===== config.mk =====
export PLATFORM = sky130hd
export DESIGN_NAME = trigger_rx
export DESIGN_NICKNAME = d
export VERILOG_FILES = /design/src/rtl/trigger_rx.sv
export SDC_FILE = /design/constraint.sdc
export NUM_CORES = 1
export LEC_CHECK = 0
export CAP_MARGIN = 25
export CORE_MARGIN = 4
export CORE_UTILIZATION = 44
export DETAILED_ROUTE_END_ITERATION = 10
export GPL_TIMING_DRIVEN = 0
export PLACE_DENSITY = 0.74
export SLEW_MARGIN = 15
export SYNTH_ARGS = -nofsm -noshare
export SYNTH_HDL_FRONTEND = slang
export SYNTH_SLANG_ARGS = --single-unit

===== constraint.sdc =====
create_clock -name sampling_clk -period 3.6 [get_ports sampling_clk]
set_clock_uncertainty 0.15 [all_clocks]
set_input_delay 0.72 -clock sampling_clk [delete_from_list [all_inputs] [get_ports sampling_clk]]
set_output_delay 0.72 -clock sampling_clk [all_outputs]
set_load 0.03 [all_outputs]

===== src/rtl/trigger_rx.sv =====
// trigger_rx: receives an external trigger and the serial trigger ID that follows it.
// The ID arrives MSB first on a serial data/clock pair. It is offered to the readout
// side on a valid/ready slot, and a wrapping counter tracks how many IDs were delivered.
// A capture is abandoned on a clock stall, restarted on a new trigger, and a finished ID
// is dropped with a pulse when the output slot is still occupied.
module trigger_rx #(
    parameter int ID_WIDTH       = 16,
    parameter int SYNC_STAGES    = 2,
    parameter bit CLK_FALLING    = 1'b1,
    parameter int TIMEOUT_CYCLES = 1024
) (
    input  logic                sampling_clk,
    input  logic                rst,
    input  logic                trig_in_async,
    input  logic                trig_id_async,
    input  logic                clk_in_async,
    output logic [ID_WIDTH-1:0] trigger_id,
    output logic                id_valid,
    input  logic                id_ready,
    output logic [15:0]         trigger_count,
    output logic                busy,
    output logic                timeout_err,
    output logic                retrig_err,
    output logic                overrun_err
);

    localparam int CW = $clog2(ID_WIDTH);
    localparam int TW = $clog2(TIMEOUT_CYCLES);
    localparam logic [CW-1:0] LAST_BIT  = CW'(ID_WIDTH - 1);
    localparam logic [TW-1:0] LAST_TICK = TW'(TIMEOUT_CYCLES - 1);

    typedef enum logic {
        ST_IDLE    = 1'b0,
        ST_CAPTURE = 1'b1
    } state_t;

    logic [SYNC_STAGES-1:0] r_trig_sync, r_id_sync, r_clk_sync;
    logic                   r_trig_prev, r_clk_prev;
    logic                   w_trig_s, w_id_s, w_clk_s;
    logic                   w_trig_rise, w_bit_edge;

    state_t                 r_state, w_state_nxt;
    logic [ID_WIDTH-1:0]    r_shift, w_shift_nxt, w_shifted;
    logic [CW-1:0]          r_cnt, w_cnt_nxt;
    logic [TW-1:0]          r_tmr, w_tmr_nxt;
    logic                   w_done, w_tmo, w_rtg, w_load, w_ovr;

    logic [ID_WIDTH-1:0]    r_trigger_id;
    logic                   r_id_valid;
    logic [15:0]            r_trigger_count;
    logic                   r_timeout_err, r_retrig_err, r_overrun_err;

    // Bring the three cable lines into the sampling domain, plus one history flop
    // for the lines whose edges matter (trigger and serial clock).
    always_ff @(posedge sampling_clk or posedge rst) begin
        if (rst) begin
            r_trig_sync <= '0;
            r_id_sync   <= '0;
            r_clk_sync  <= '0;
            r_trig_prev <= 1'b0;
            r_clk_prev  <= 1'b0;
        end else begin
            r_trig_sync <= {r_trig_sync[SYNC_STAGES-2:0], trig_in_async};
            r_id_sync   <= {r_id_sync[SYNC_STAGES-2:0], trig_id_async};
            r_clk_sync  <= {r_clk_sync[SYNC_STAGES-2:0], clk_in_async};
            r_trig_prev <= w_trig_s;
            r_clk_prev  <= w_clk_s;
        end
    end

    assign w_trig_s    = r_trig_sync[SYNC_STAGES-1];
    assign w_id_s      = r_id_sync[SYNC_STAGES-1];
    assign w_clk_s     = r_clk_sync[SYNC_STAGES-1];
    assign w_trig_rise = w_trig_s & ~r_trig_prev;
    // The data line goes through the same synchroniser depth as the clock line,
    // so the synced data bit is aligned with the synced clock edge.
    assign w_bit_edge  = CLK_FALLING ? (~w_clk_s & r_clk_prev) : (w_clk_s & ~r_clk_prev);
    assign w_shifted   = {r_shift[ID_WIDTH-2:0], w_id_s};

    // State register
    always_ff @(posedge sampling_clk or posedge rst) begin
        if (rst) r_state <= ST_IDLE;
        else     r_state <= w_state_nxt;
    end

    // Next state and capture datapath. A new trigger outranks a bit edge, and a bit edge outranks the stall timer.
    always_comb begin
        w_state_nxt = r_state;
        w_shift_nxt = r_shift;
        w_cnt_nxt   = r_cnt;
        w_tmr_nxt   = r_tmr;
        w_done      = 1'b0;
        w_tmo       = 1'b0;
        w_rtg       = 1'b0;
        case (r_state)
            ST_IDLE: begin
                if (w_trig_rise) begin
                    w_shift_nxt = '0;
                    w_cnt_nxt   = '0;
                    w_tmr_nxt   = '0;
                    w_state_nxt = ST_CAPTURE;
                end
            end
            ST_CAPTURE: begin
                if (w_trig_rise) begin
                    w_rtg       = 1'b1;
                    w_shift_nxt = '0;
                    w_cnt_nxt   = '0;
                    w_tmr_nxt   = '0;
                end else if (w_bit_edge) begin
                    w_shift_nxt = w_shifted;
                    w_cnt_nxt   = r_cnt + 1'b1;
                    w_tmr_nxt   = '0;
                    if (r_cnt == LAST_BIT) begin
                        w_done      = 1'b1;
                        w_state_nxt = ST_IDLE;
                    end
                end else if (r_tmr == LAST_TICK) begin
                    w_tmo       = 1'b1;
                    w_state_nxt = ST_IDLE;
                end else begin
                    w_tmr_nxt = r_tmr + 1'b1;
                end
            end
            default: w_state_nxt = ST_IDLE;
        endcase
    end

    // The slot can take a new word if it is empty or is being emptied in this same cycle.
    assign w_load = w_done & (~r_id_valid | id_ready);
    assign w_ovr  = w_done & r_id_valid & ~id_ready;

    // Capture registers, output slot, delivery counter and the one-cycle error pulses
    always_ff @(posedge sampling_clk or posedge rst) begin
        if (rst) begin
            r_shift         <= '0;
            r_cnt           <= '0;
            r_tmr           <= '0;
            r_trigger_id    <= '0;
            r_id_valid      <= 1'b0;
            r_trigger_count <= '0;
            r_timeout_err   <= 1'b0;
            r_retrig_err    <= 1'b0;
            r_overrun_err   <= 1'b0;
        end else begin
            r_shift       <= w_shift_nxt;
            r_cnt         <= w_cnt_nxt;
            r_tmr         <= w_tmr_nxt;
            r_timeout_err <= w_tmo;
            r_retrig_err  <= w_rtg;
            r_overrun_err <= w_ovr;
            if (w_load) begin
                r_trigger_id    <= w_shifted;
                r_id_valid      <= 1'b1;
                r_trigger_count <= r_trigger_count + 16'd1;
            end else if (r_id_valid && id_ready) begin
                r_id_valid <= 1'b0;
            end
        end
    end

    assign trigger_id    = r_trigger_id;
    assign id_valid      = r_id_valid;
    assign trigger_count = r_trigger_count;
    assign busy          = (r_state == ST_CAPTURE);
    assign timeout_err   = r_timeout_err;
    assign retrig_err    = r_retrig_err;
    assign overrun_err   = r_overrun_err;

endmodule


Word level (Yosys, flattened, before mapping)
Index checks and enable logic that the tools add are counted.

word-level totals
  register bits after elaboration = 74
  input bits = 6
  word-level logic and storage cells = 68
  output and inout bits = 37

operators by class
  equality and inequality tests = 5
  $add $sub $neg = 3
  multiplexer cells = 30
  reductions and logical operators = 4
  bitwise operators = 11

operator list
  operator                                                          count
  15-bit two-way mux                                                3
  10-bit two-way mux                                                4
  15-bit one-hot mux with 2 select lines                            1
  10-bit one-hot mux with 2 select lines                            1
  16-bit by 1-bit adder with 16-bit output (second input constant)  1
  1-bit two-way mux                                                 16
  4-bit two-way mux                                                 3
  10-bit by 1-bit adder with 10-bit output (second input constant)  1
  10-bit equality test (second input constant)                      1
  4-bit one-hot mux with 2 select lines                             1
  1-bit bitwise AND                                                 5
  1-bit NOT                                                         5
  4-bit by 1-bit adder with 4-bit output (second input constant)    1
  4-bit equality test (second input constant)                       1
  4-bit inequality test (second input constant)                     1
  2-bit AND reduction                                               2
  3-bit inequality test (second input constant)                     1
  2-bit inequality test (second input constant)                     1
  1-bit one-hot mux with 2 select lines                             1
  2-bit nonzero test                                                1
  1-bit logical AND                                                 1
  1-bit bitwise OR                                                  1

Logic depth before layout (Yosys ltp)
Gate-level depths: netlist (run 1).

  word-level depth = 7
  depth in mapped cells = 6
  depth with buffers taken out = 5

Worst setup path after synthesis (run 1)
Ideal clock, no wire load.

  path type = input to register
  start = input port id_ready
  end = register r_trigger_count[1], in the netlist trigger_count[1]
  arrival = 1.843 ns
  data required time = 3.325 ns
  library setup time = 0.125 ns
  cell stages on the path = 4
  setup slack = 1.483 ns
  cell sequence = nand2b_1 -> nor4b_4 -> buf_6 -> mux2_2

on the way
  cells in the longest elaborated chain, start to end = 2

RTL lines
  what                  line  RTL
  from (decl)           19    input logic id_ready,
  1-bit bitwise OR      130   assign w_load = w_done & (~r_id_valid | id_ready);
  1-bit bitwise AND     130
  to (signal assigned)  155   r_trigger_count <= r_trigger_count + 16'd1;
  to (decl)             50    logic [15:0] r_trigger_count;

No other way between the ends.
A chain may end at the register's enable or synchronous reset.

Final worst setup path (run 1)
  start = register r_state, in the netlist busy
  end = output port busy

RTL lines
  what                    line  RTL
  from (decl)             42    state_t r_state, w_state_nxt;
  from (signal assigned)  83    else r_state <= w_state_nxt;
  to (decl)               21    output logic busy,

No word-level cell between the ends.

==> metrics.txt, run 1 <==
# TYPE chip_impl_metric gauge
chip_impl_metric{name="power.density_cell_area",unit="mW/mm²"} 451
chip_impl_metric{name="dp_hpwl",unit="mm"} 4.03
chip_impl_metric{name="synth.lib_cells_used.distinct",unit=""} 39
chip_impl_metric{name="grt_util_all_layers",unit=""} 0.150
chip_impl_metric{name="number_of_vias_after_detailed_routing",unit=""} 2168
chip_impl_metric{name="final.setup.worst_slack",unit="ns"} 1.14
chip_impl_metric{name="synth-seq-area-share",unit=""} 0.590
chip_impl_metric{name="post-route-drc-count",unit=""} 0
chip_impl_metric{name="final_core_utilization",unit=""} 0.578
chip_impl_metric{name="detailedPlace.worstSlack",unit="ns"} 0.776
chip_impl_metric{name="first_global_vias",unit=""} 2180
chip_impl_info{name="grt-busiest-layer",value="met2"} 1
chip_impl_metric{name="dr.pass1.iters",unit=""} 5
chip_impl_metric{name="number_of_buffers_added_by_the_clock_tree_synthesis_step",unit=""} 9
chip_impl_metric{name="numPortBuffers",unit=""} 42
chip_impl_metric{name="worst_hold_path_stage_count",unit=""} 0
chip_impl_metric{name="timing.final.max_slew_violations",unit=""} 0
chip_impl_metric{name="cp_num_buf_inv",unit=""} 1
chip_impl_metric{name="pin_count",unit=""} 43
chip_impl_metric{name="cts.hold.buffers_added",unit=""} 0
chip_impl_info{name="start_kind",value="register"} 1
chip_impl_metric{name="floorplan.core_area",unit="mm²"} 0.00687
chip_impl_metric{name="fmax",unit="MHz"} 406
chip_impl_info{name="worst_r2r_endpoint",value="trigger_id[7]"} 1
chip_impl_metric{name="max_stage_delay",unit="ns"} 0.75
chip_impl_info{name="min_to",value="r_id_sync[1]"} 1
chip_impl_info{name="critical_path.reg2reg.startpoint",value="r_cnt[0]"} 1
chip_impl_info{name="tritoncts",value="done"} 1
chip_impl_metric{name="timing.setup.tns",unit="ns"} 0
chip_impl_metric{name="post_cts_buffers",unit=""} 0
chip_impl_info{name="min_delay_src",value="r_id_sync[0]"} 1
chip_impl_metric{name="final_layout_size_suffix_gt1_frac",unit=""} 0.155
chip_impl_metric{name="worstPathRequired",unit="ns"} 2.73
chip_impl_metric{name="groute.layer.met2.usage",unit=""} 0.233
chip_impl_metric{name="worst_slew_margin_rel",unit=""} 0.560
chip_impl_metric{name="drv_cap",unit=""} 0
chip_impl_metric{name="die_height",unit="µm"} 92.5
chip_impl_metric{name="grt_start_max_net_pins",unit=""} 42
chip_impl_metric{name="cts-htree-levels",unit=""} 3
chip_impl_info{name="setup.worst_path.class",value="reg -> out"} 1
chip_impl_metric{name="clk_path_buf_depth",unit=""} 2
chip_impl_metric{name="postRouteAntennaNets",unit=""} 0
chip_impl_info{name="rsz0062_at_grt",value="false"} 1
chip_impl_metric{name="timing_worst_slew_pin_value",unit="ns"} 0.658
chip_impl_metric{name="synth_register_bits",unit=""} 74
chip_impl_metric{name="width_of_the_chip",unit="µm"} 92.5
chip_impl_metric{name="global_route.usage.met1",unit=""} 0.199
chip_impl_metric{name="wirelength",unit="mm"} 5.87
chip_impl_metric{name="critPathMaxFanout",unit=""} 8
chip_impl_info{name="hp-class",value="reg -> reg"} 1
chip_impl_metric{name="cts_num_sinks",unit=""} 74
chip_impl_info{name="path_cells",value="clkdlybuf4s50_1"} 1
chip_impl_metric{name="standby_leakage_power",unit="nW"} 1.77
chip_impl_metric{name="crit_arrival",unit="ns"} 1.59
chip_impl_metric{name="ctsResizeCount",unit=""} 0
chip_impl_metric{name="initialDrtViolationCount",unit=""} 67
chip_impl_metric{name="route.detailed.wl_per_inst",unit="µm"} 13.8
chip_impl_metric{name="vias_per_cell",unit=""} 5.10
chip_impl_info{name="cp-end-kind",value="primary output"} 1
chip_impl_metric{name="use_met3",unit=""} 0.0414
chip_impl_metric{name="syn-mean-instance-area",unit="µm²"} 11.6
chip_impl_metric{name="clock_transition_at_the_register_clock_pins_on_the_worst_setup_and_hold_paths_after_cts",unit="ns"} 0.08
chip_impl_metric{name="irDropWorstVdd",unit="µV"} 269
chip_impl_metric{name="worst-r2r-cell-count",unit=""} 5
chip_impl_metric{name="grt_overflow_total",unit=""} 0
chip_impl_metric{name="syn_area",unit="mm²"} 0.00314
chip_impl_metric{name="area_growth",unit="%"} 26.4
chip_impl_info{name="outcome",value="complete, no violations"} 1
chip_impl_metric{name="layout.cells.non_filler",unit=""} 425
chip_impl_metric{name="core.rowCount",unit=""} 30
chip_impl_metric{name="setup.reg_to_reg.worst_slack",unit="ns"} 1.37
chip_impl_metric{name="nets",unit=""} 333
chip_impl_metric{name="insertedDiodeCount",unit=""} 0
chip_impl_info{name="timing.critical_path.max_delay_family",value="buffers and inverters"} 1
chip_impl_metric{name="gp_congestion",unit=""} 0.809
chip_impl_metric{name="yosysWarningCount",unit=""} 0
chip_impl_info{name="cts_root_buffer",value="clkbuf_8"} 1
chip_impl_info{name="slowest_stage",value="clkdlybuf4s50_1"} 1
chip_impl_metric{name="final_period_minus_worst_setup_slack",unit="ns"} 2.46
chip_impl_metric{name="grt_antenna_before_repair",unit=""} 0
chip_impl_metric{name="placed_cells_incl_taps",unit=""} 409
chip_impl_metric{name="clk-insertion-delay-late",unit="ns"} 0.35
chip_impl_metric{name="floorplan.initialDensity",unit=""} 0.457
chip_impl_metric{name="syn_inst",unit=""} 270
chip_impl_metric{name="hold-worst-slack",unit="ns"} 0.202
chip_impl_metric{name="die_area",unit="mm²"} 0.00855
chip_impl_metric{name="global_route_wire_length_before_repair",unit="mm"} 10.3
chip_impl_metric{name="finalSetupViolations",unit=""} 0
chip_impl_metric{name="min_period_over_period",unit=""} 0.684
chip_impl_metric{name="hold_viol_final",unit=""} 0
chip_impl_metric{name="syn_nets",unit=""} 279
==> cell families (layout without fill, tap and decap cells) <==
family | count (synthesis) | in the layout | share of synthesized area
simple gates | 111 | 111 | 0.194
flops | 74 | 74 | 0.590
compound gates | 30 | 30 | 0.0618
xor+xnor | 20 | 20 | 0.0558
mux | 17 | 17 | 0.0610
buf+inv | 15 | 74 | 0.0255
fa+ha+maj | 3 | 3 | 0.0120
==> how the worst max path moves through the flow <==
| stage | start | to | slack (ns) | cells after the start |
|---|---|---|---|---|
| CTS | busy | busy | 1.10 | 1 |
| floorplan | rst | busy | 0.85 | 1 |
| global placement | rst | trigger_count[5] | -0.30 | 2 |
| global route | busy | busy | 1.03 | 1 |
| finish | busy | busy | 1.14 | 1 |
| detailed placement | id_ready | trigger_id[0] | 0.78 | 5 |
==> layout make-up <==
| type | instances | area [µm²] |
|---|---|---|
| buffer | 12 | 68.8 |
| clock buffer | 9 | 124 |
| clock inverter | 7 | 141 |
| fill | 603 | 2900 |
| inverter | 3 | 13.8 |
| multi-input combinational | 181 | 1210 |
| sequential | 74 | 1850 |
| tap | 96 | 120 |
| timing repair buffer | 43 | 440 |
==> power breakdown <==
group / internal [mW] / switching, mW
registers: 0.851 / 0.0204
logic: 0.0304 / 0.0498
clock network: 0.530 / 0.310
total: 1.41 / 0.380
==> cell usage in the layout (no fill, tap or decap), drive strengths merged <==
master / Yosys / layout
and3: 7 / 7
buf: 4 / 5
nor2b: 2 / 2
bufinv: 0 / 4
inv: 3 / 3
nor2: 10 / 10
or3: 4 / 4
a211o: 2 / 2
nand3: 20 / 20
nand2b: 3 / 3
xor2: 3 / 3
nor3: 2 / 2
clkinv: 0 / 2
a21oi: 17 / 17
ha: 3 / 3
and2: 3 / 3
o22a: 2 / 2
xnor2: 17 / 17
clkbuf: 8 / 17
nand4: 9 / 9
nor3b: 3 / 3
clkdlybuf4s50: 0 / 42
clkinvlp: 0 / 1
a22o: 3 / 3
and4: 3 / 3
or4: 1 / 1
o21ai: 3 / 3
and3b: 1 / 1
o41ai: 1 / 1
nor4b: 2 / 2
o211ai: 1 / 1
nand2: 41 / 41
dfrtp: 74 / 74
mux2: 17 / 17
a311oi: 1 / 1
==> cell usage after synthesis (all sizes together) <==
cell	number	area share
dfrtp	74	0.59
nand2	41	0.049
nand3	20	0.033
a21oi	17	0.027
mux2	17	0.061
xnor2	17	0.047
nor2	10	0.012
nand4	9	0.026
clkbuf	8	0.0096
and3	7	0.014
buf	4	0.012
or3	4	0.0084
a22o	3	0.0084
and2	3	0.0064
and4	3	0.0088
ha	3	0.012
inv	3	0.0036
nand2b	3	0.0060
nor3b	3	0.0072
o21ai	3	0.0048
xor2	3	0.0084
a211o	2	0.0056
nor2b	2	0.0040
nor3	2	0.0032
nor4b	2	0.010
o22a	2	0.0056
a311oi	1	0.0028
and3b	1	0.0032
o211ai	1	0.0024
o41ai	1	0.0052
or4	1	0.0024
==> metrics by stage <==
stage                     total power [mW]  cell area [µm²]
after global routing                  1.86             3970
after CTS                             1.82             3970
after global placement               0.963             3680
final                                 1.79             3970
after floorplan                      0.939             3140
after detailed placement             0.970             3700
==> sequential cells by signal, summed over array words and instances (netlist names) <==
name / count
retrig_err: 1
trigger_id: 16
r_trig_prev: 1
overrun_err: 1
r_cnt: 4
r_trig_sync: 2
id_valid: 1
r_shift: 15
trigger_count: 16
r_clk_prev: 1
r_clk_sync: 2
r_id_sync: 2
busy: 1
timeout_err: 1
r_tmr: 10
==> worst reg2reg max path: stages (launching register included) <==
cell and delay [ns]:
dfrtp_1 0.40, ha_1 0.23, nand4_2 0.15, nor4b_4 0.59, buf_6 0.25, mux2_2 0.35
==> metal layers <==
layer  share of wire  routed length, µm
met5               0                  0
met4           0.017                 99
met3           0.045                266
met2            0.47               2750
met1            0.47               2760
(Power assumes the default switching activity.)
==> run 2: changes to the inputs <==
Settings changed: PLACE_DENSITY 0.74 to 0.77.
Clock period 3.6 ns to 2 ns, I/O delays scaled along.
==> metrics.txt, run 2 (synthesis gave the netlist of run 1 again) <==
# TYPE chip_impl_metric gauge
chip_impl_info{name="outcome",value="complete, no violations"} 1
chip_impl_metric{name="postRouteAntennaNets",unit=""} 0
chip_impl_metric{name="nets",unit=""} 336
chip_impl_metric{name="clk_path_buf_depth",unit=""} 2
chip_impl_metric{name="grt_antenna_before_repair",unit=""} 0
chip_impl_metric{name="width_of_the_chip",unit="µm"} 92.5
chip_impl_metric{name="floorplan.initialDensity",unit=""} 0.457
chip_impl_info{name="tritoncts",value="done"} 1
chip_impl_metric{name="initialDrtViolationCount",unit=""} 54
chip_impl_info{name="layout.cells.most_common",value="dfrtp_1"} 1
chip_impl_metric{name="drv_cap",unit=""} 0
chip_impl_metric{name="clock_transition_at_the_register_clock_pins_on_the_worst_setup_and_hold_paths_after_cts",unit="ns"} 0.07
chip_impl_metric{name="max_stage_delay",unit="ns"} 0.69
chip_impl_metric{name="final.setup.worst_slack",unit="ns"} 0.0352
chip_impl_metric{name="final_period_minus_worst_setup_slack",unit="ns"} 1.96
chip_impl_metric{name="number_of_buffers_added_by_the_clock_tree_synthesis_step",unit=""} 9
chip_impl_info{name="slowest_stage",value="clkdlybuf4s50_1"} 1
chip_impl_metric{name="route.detailed.wl_per_inst",unit="µm"} 14.2
chip_impl_metric{name="fin_area",unit="mm²"} 0.00398
chip_impl_metric{name="insertedDiodeCount",unit=""} 0
chip_impl_metric{name="cts-htree-levels",unit=""} 3
chip_impl_metric{name="finalSetupViolations",unit=""} 0
chip_impl_metric{name="core.rowCount",unit=""} 30
chip_impl_metric{name="critPathMaxFanout",unit=""} 3
chip_impl_metric{name="worst_slew_margin_rel",unit=""} 0.646
chip_impl_metric{name="dp_hpwl",unit="mm"} 4.16
chip_impl_metric{name="worstPathRequired",unit="ns"} 1.45
chip_impl_metric{name="min_period_over_period",unit=""} 0.982
chip_impl_info{name="cp-end-kind",value="primary output"} 1
chip_impl_metric{name="pin_count",unit=""} 43
chip_impl_metric{name="timing.final.max_slew_violations",unit=""} 0
chip_impl_metric{name="final_layout_size_suffix_gt1_frac",unit=""} 0.175
chip_impl_metric{name="numPortBuffers",unit=""} 42
chip_impl_metric{name="post-layout-total-power",unit="mW"} 2.88
chip_impl_metric{name="grt_overflow_total",unit=""} 0
chip_impl_metric{name="sequential_cell_area",unit="mm²"} 0.00186
chip_impl_metric{name="cp_num_buf_inv",unit=""} 1
chip_impl_metric{name="hold-worst-slack",unit="ns"} 0.203
chip_impl_metric{name="detailed_place.area",unit="mm²"} 0.00375
chip_impl_metric{name="die_height",unit="µm"} 92.5
chip_impl_metric{name="gp_congestion",unit=""} 0.814
chip_impl_metric{name="cts_num_sinks",unit=""} 74
chip_impl_metric{name="fillCellCount",unit=""} 594
chip_impl_info{name="cts_root_buffer",value="clkbuf_8"} 1
chip_impl_metric{name="hold_viol_final",unit=""} 0
chip_impl_metric{name="setup.reg_to_reg.worst_slack",unit="ns"} 0.11
chip_impl_metric{name="first_global_vias",unit=""} 2240
chip_impl_metric{name="detailedPlace.worstSlack",unit="ns"} -0.505
chip_impl_metric{name="floorplan.core_area",unit="mm²"} 0.00687
chip_impl_info{name="path_cells",value="clkdlybuf4s50_1"} 1
chip_impl_info{name="hp-class",value="reg -> reg"} 1
chip_impl_metric{name="crit_arrival",unit="ns"} 1.41
chip_impl_metric{name="standby_leakage_power",unit="nW"} 1.90
chip_impl_metric{name="grt_util_all_layers",unit=""} 0.152
chip_impl_metric{name="grt_start_max_net_pins",unit=""} 28
chip_impl_metric{name="clk-insertion-delay-late",unit="ns"} 0.34
chip_impl_metric{name="post-route-drc-count",unit=""} 0
chip_impl_metric{name="number_of_vias_after_detailed_routing",unit=""} 2203
chip_impl_metric{name="multi_input_area",unit="mm²"} 0.00125
chip_impl_info{name="start_kind",value="register"} 1
chip_impl_metric{name="irDropWorstVdd",unit="µV"} 508
chip_impl_info{name="timing.critical_path.max_delay_family",value="buffers and inverters"} 1
chip_impl_metric{name="area_growth",unit="%"} 26.7
chip_impl_metric{name="dr.pass1.iters",unit=""} 4
chip_impl_info{name="layout_common_cells",value="71 x dfrtp_1, 41 x nand2_1, 28 x clkdlybuf4s50_1"} 1
chip_impl_metric{name="cts.hold.buffers_added",unit=""} 0
chip_impl_metric{name="wirelength",unit="mm"} 6.04
chip_impl_metric{name="timing_worst_slew_pin_value",unit="ns"} 0.530
chip_impl_info{name="setup.worst_path.class",value="reg -> out"} 1
chip_impl_metric{name="global_route_wire_length_before_repair",unit="mm"} 10.4
chip_impl_metric{name="power.density_cell_area",unit="mW/mm²"} 723
chip_impl_metric{name="fmax",unit="MHz"} 509
chip_impl_metric{name="vias_per_cell",unit=""} 5.16
chip_impl_metric{name="die_area",unit="mm²"} 0.00855
run 2: changes by cell type in the layout (fill, tap and decap cells not counted), sizes merged:
cell / before / now
dlymetal6s2s: 0 / 5
bufinv: 4 / 1
clkinvlp: 1 / 3
inv: 3 / 2
buf: 5 / 8
clkdlybuf4s50: 42 / 28
dlygate4sd2: 0 / 9
clkbuf: 17 / 18
run 2: timing repair:
action                     4_1_cts  5_1_grt
setup buffers                    1        1
pin swaps                        2        1
resized for setup               11        9
setup endpoints to repair       44       23
hold endpoints to repair         0        0
run 2: path summary, 6_finish.rpt:
path	startpoint	end	depth (start not counted)
max	trigger_count[7]	trigger_count[7]	1
max reg2reg	r_cnt[0]	trigger_id[14]	5
min	r_id_sync[0]	r_id_sync[1]	0
max in group asynchronous	rst	r_trig_sync[0]	4
min in group asynchronous	rst	trigger_count[5]	2
min reg2reg	r_id_sync[0]	r_id_sync[1]	0
run 2: through the flow:
stage	util	setup TNS, ns	std cells
2_1_floorplan	-	-0.0496	270
3_3_place_gp	0.540	-27.30	408
3_5_place_dp	0.546	-11.08	410
4_1_cts	0.575	0	426
5_1_grt	0.579	-0.0277	427
6_report	0.579	0	427
run 2: per-layer routing:
layer / up-vias / global-route usage / routed length (µm)
li1: 1053 / - / -
met1: 1091 / 0.197 / 2840
met2: 49 / 0.244 / 2840
met3: 10 / 0.0349 / 242
met4: 0 / 0.0705 / 114
met5: - / 0 / 0
run 2: layout make-up:
type / count / area share
clock buffers: 10 / 0.0346
inverters: 3 / 0.00377
multi-input cells: 181 / 0.314
flip-flops and latches: 74 / 0.466
plain buffers: 12 / 0.0176
repair buffers: 46 / 0.120
clock inverters: 5 / 0.0138
well taps: 96 / 0.0302
run 2: worst register-to-register path, stage by stage (launching register included):
cell,delay (ns)
dfrtp_1,0.43
ha_4,0.18
nand4_4,0.11
nor4b_4,0.33
buf_4,0.23
mux2_2,0.34
run 2: power by group:
group	switching, mW	internal, mW
registers	0.0448	1.53
logic	0.0932	0.0668
clock network	0.541	0.599
==> run 3: changes to the inputs <==
Settings changed: CELL_PAD_IN_SITES_DETAIL_PLACEMENT set to 0, CELL_PAD_IN_SITES_GLOBAL_PLACEMENT set to 1, CORE_UTILIZATION 44 to 39, HOLD_SLACK_MARGIN set to 0.15, PLACE_DENSITY 0.77 to 0.83.
==> metrics.txt, run 3 (synthesis gave the netlist of run 1 again) <==
# TYPE chip_impl_metric gauge
chip_impl_metric{name="worstPathRequired",unit="ns"} 1.45
chip_impl_metric{name="cts-htree-levels",unit=""} 3
chip_impl_metric{name="intPower",unit="mW"} 2.21
chip_impl_metric{name="cts.hold.buffers_added",unit=""} 0
chip_impl_metric{name="irDropWorstVdd",unit="µV"} 365
chip_impl_metric{name="numPortBuffers",unit=""} 42
chip_impl_info{name="path_cells",value="clkdlybuf4s50_1"} 1
chip_impl_metric{name="fillCellCount",unit=""} 724
chip_impl_metric{name="die_area",unit="mm²"} 0.00955
chip_impl_metric{name="finalSetupViolations",unit=""} 0
chip_impl_metric{name="final_layout_size_suffix_gt1_frac",unit=""} 0.168
chip_impl_metric{name="post-route-drc-count",unit=""} 0
chip_impl_metric{name="pwr-share-comb",unit=""} 0.059
chip_impl_metric{name="dr.pass1.iters",unit=""} 4
chip_impl_metric{name="critPathMaxFanout",unit=""} 2
chip_impl_metric{name="worst_slew_margin_rel",unit=""} 0.683
chip_impl_metric{name="grt_util_all_layers",unit=""} 0.134
chip_impl_metric{name="gp_congestion",unit=""} 0.813
chip_impl_metric{name="dp_hpwl",unit="mm"} 4.18
chip_impl_metric{name="fmax",unit="MHz"} 521
chip_impl_metric{name="clk_path_buf_depth",unit=""} 2
chip_impl_metric{name="core.rowCount",unit=""} 32
chip_impl_metric{name="worst_hold_path_stage_count",unit=""} 0
chip_impl_metric{name="width_of_the_chip",unit="µm"} 97.7
chip_impl_info{name="start_kind",value="register"} 1
chip_impl_info{name="tritoncts",value="done"} 1
chip_impl_info{name="worst_r2r_endpoint",value="r_tmr[1]"} 1
chip_impl_info{name="cp-endpoint",value="trigger_id[12]"} 1
chip_impl_metric{name="timing.setup.tns",unit="ns"} 0
chip_impl_metric{name="initialDrtViolationCount",unit=""} 46
chip_impl_metric{name="standby_leakage_power",unit="nW"} 1.95
chip_impl_metric{name="postRouteAntennaNets",unit=""} 0
chip_impl_metric{name="cp_num_cells",unit=""} 1
chip_impl_metric{name="power.clock.fraction",unit=""} 0.390
chip_impl_info{name="cts_root_buffer",value="clkbuf_8"} 1
chip_impl_info{name="hp-class",value="reg -> reg"} 1
chip_impl_metric{name="cts_num_sinks",unit=""} 74
chip_impl_metric{name="area_growth",unit="%"} 27.1
chip_impl_metric{name="die_height",unit="µm"} 97.7
chip_impl_metric{name="power.density_cell_area",unit="mW/mm²"} 714
chip_impl_metric{name="multi_input_area",unit="mm²"} 0.00124
chip_impl_metric{name="route.detailed.wl_per_inst",unit="µm"} 13.9
chip_impl_metric{name="clk-insertion-delay-late",unit="ns"} 0.34
chip_impl_info{name="critical_path.reg2reg.startpoint",value="r_tmr[0]"} 1
chip_impl_metric{name="worst-r2r-cell-count",unit=""} 6
chip_impl_metric{name="vias_per_cell",unit=""} 5.08
chip_impl_metric{name="grt_overflow_total",unit=""} 0
chip_impl_metric{name="setup.reg_to_reg.worst_slack",unit="ns"} 0.09
chip_impl_metric{name="hold_viol_final",unit=""} 0
chip_impl_metric{name="hold-worst-slack",unit="ns"} 0.200
chip_impl_info{name="layout_common_cells",value="72 x dfrtp_1, 41 x nand2_1, 24 x clkdlybuf4s50_1"} 1
chip_impl_metric{name="global_route_wire_length_before_repair",unit="mm"} 10.3
chip_impl_metric{name="first_global_vias",unit=""} 2146
chip_impl_metric{name="timing_worst_slew_pin_value",unit="ns"} 0.476
chip_impl_info{name="setup.worst_path.start",value="trigger_id[12]"} 1
chip_impl_info{name="rsz0062_at_grt",value="false"} 1
chip_impl_metric{name="floorplan.core_area",unit="mm²"} 0.00777
chip_impl_info{name="setup.worst_path.class",value="reg -> out"} 1
chip_impl_metric{name="sequential_cell_area",unit="mm²"} 0.00185
chip_impl_metric{name="floorplan.initialDensity",unit=""} 0.404
chip_impl_metric{name="cp_num_buf_inv",unit=""} 1
chip_impl_metric{name="max_stage_delay",unit="ns"} 0.68
chip_impl_info{name="slowest_stage",value="clkdlybuf4s50_1"} 1
chip_impl_metric{name="timing.final.max_slew_violations",unit=""} 0
chip_impl_metric{name="insertedDiodeCount",unit=""} 0
chip_impl_info{name="layout.cells.most_common",value="dfrtp_1"} 1
chip_impl_info{name="outcome",value="complete, no violations"} 1
chip_impl_info{name="cp-end-kind",value="primary output"} 1
chip_impl_metric{name="crit_arrival",unit="ns"} 1.37
chip_impl_metric{name="min_period_over_period",unit=""} 0.960
chip_impl_metric{name="nets",unit=""} 338
chip_impl_info{name="timing.critical_path.max_delay_family",value="buffers and inverters"} 1
chip_impl_metric{name="final_period_minus_worst_setup_slack",unit="ns"} 1.92
chip_impl_metric{name="number_of_vias_after_detailed_routing",unit=""} 2209
chip_impl_metric{name="seqPwrFrac",unit=""} 0.551
chip_impl_metric{name="wirelength",unit="mm"} 6.04
chip_impl_metric{name="clock_transition_at_the_register_clock_pins_on_the_worst_setup_and_hold_paths_after_cts",unit="ns"} 0.07
chip_impl_metric{name="drv_cap",unit=""} 0
chip_impl_metric{name="power.share.switching",unit=""} 0.225
chip_impl_metric{name="grt_antenna_before_repair",unit=""} 0
chip_impl_metric{name="grt_start_max_net_pins",unit=""} 32
chip_impl_metric{name="number_of_buffers_added_by_the_clock_tree_synthesis_step",unit=""} 9
chip_impl_metric{name="total_switching_power",unit="mW"} 0.641
chip_impl_metric{name="pin_count",unit=""} 43
run 3: cell count changes in the layout (fill, tap and decap cells not counted), moves of 2 or more:
cell	delta
clkinv_2	-2
clkdlybuf4s50_1	-4
dlygate4sd2_1	+2
clkbuf_1	+3
dlymetal6s2s_1	+2
buf_4	+2
run 3: timing repair:
action | in CTS | in global routing
buffers inserted | 3 | 1
resized for setup | 12 | 11
setup endpoints to repair | 47 | 26
pin swaps | 1 | 0
hold endpoints to repair | 0 | 0
run 3: worst min path at each step:
stage / start / end
after global placement: r_id_sync[0] / r_id_sync[1]
after CTS: r_id_sync[0] / r_id_sync[1]
after detailed placement: r_id_sync[0] / r_id_sync[1]
final: r_id_sync[0] / r_id_sync[1]
after floorplan: r_clk_sync[0] / r_clk_sync[1]
after global routing: r_trig_sync[0] / r_trig_sync[1]
run 3: area by class of cell:
class	instances	area share
inverters	3	0.00376
flip-flops and latches	74	0.465
well taps	102	0.0320
clock buffers	13	0.0373
plain buffers	12	0.0182
repair buffers	48	0.124
multi-input cells	181	0.311
clock inverters	2	0.00940
run 3: worst reg2reg max path: cells and delay by family (launching register included):
kind,cells,cell delay [ns]
AOI/OAI and AO/OA,2,0.49
and+or+nand+nor,2,0.34
buffers and inverters,1,0.19
adders and majority gates,1,0.22
DFF,1,0.41
run 3: power by group through the flow:
stage	clock network (mW)	registers (mW)	logic, mW
finish	1.11	1.57	0.167
global route	1.23	1.58	0.191
CTS	1.16	1.57	0.158
detailed placement	0	1.60	0.158
global placement	0	1.60	0.144
floorplan	0	1.60	0.105
run 3: metrics by stage:
step                      std cells   util  instance area, µm²  total power, mW  worst slack (ns)
after detailed placement        416  0.483                3750             1.76            -0.541
final                           435  0.514                3990             2.85            0.0796
after CTS                       434  0.510                3960             2.89           0.00272
after floorplan                 270      -                3170             1.70          -0.00496
after global placement          414  0.478                3710             1.75            -0.518
after global routing            435  0.514                3990             3.00           0.00464
run 3: layer usage:
| metal | up-vias | track usage | routed length, µm |
|---|---|---|---|
| li1 | 1066 | - | - |
| met1 | 1084 | 0.186 | 2980 |
| met2 | 52 | 0.198 | 2710 |
| met3 | 7 | 0.0429 | 282 |
| met4 | 0 | 0.0511 | 65 |
| met5 | - | 0 | 0 |
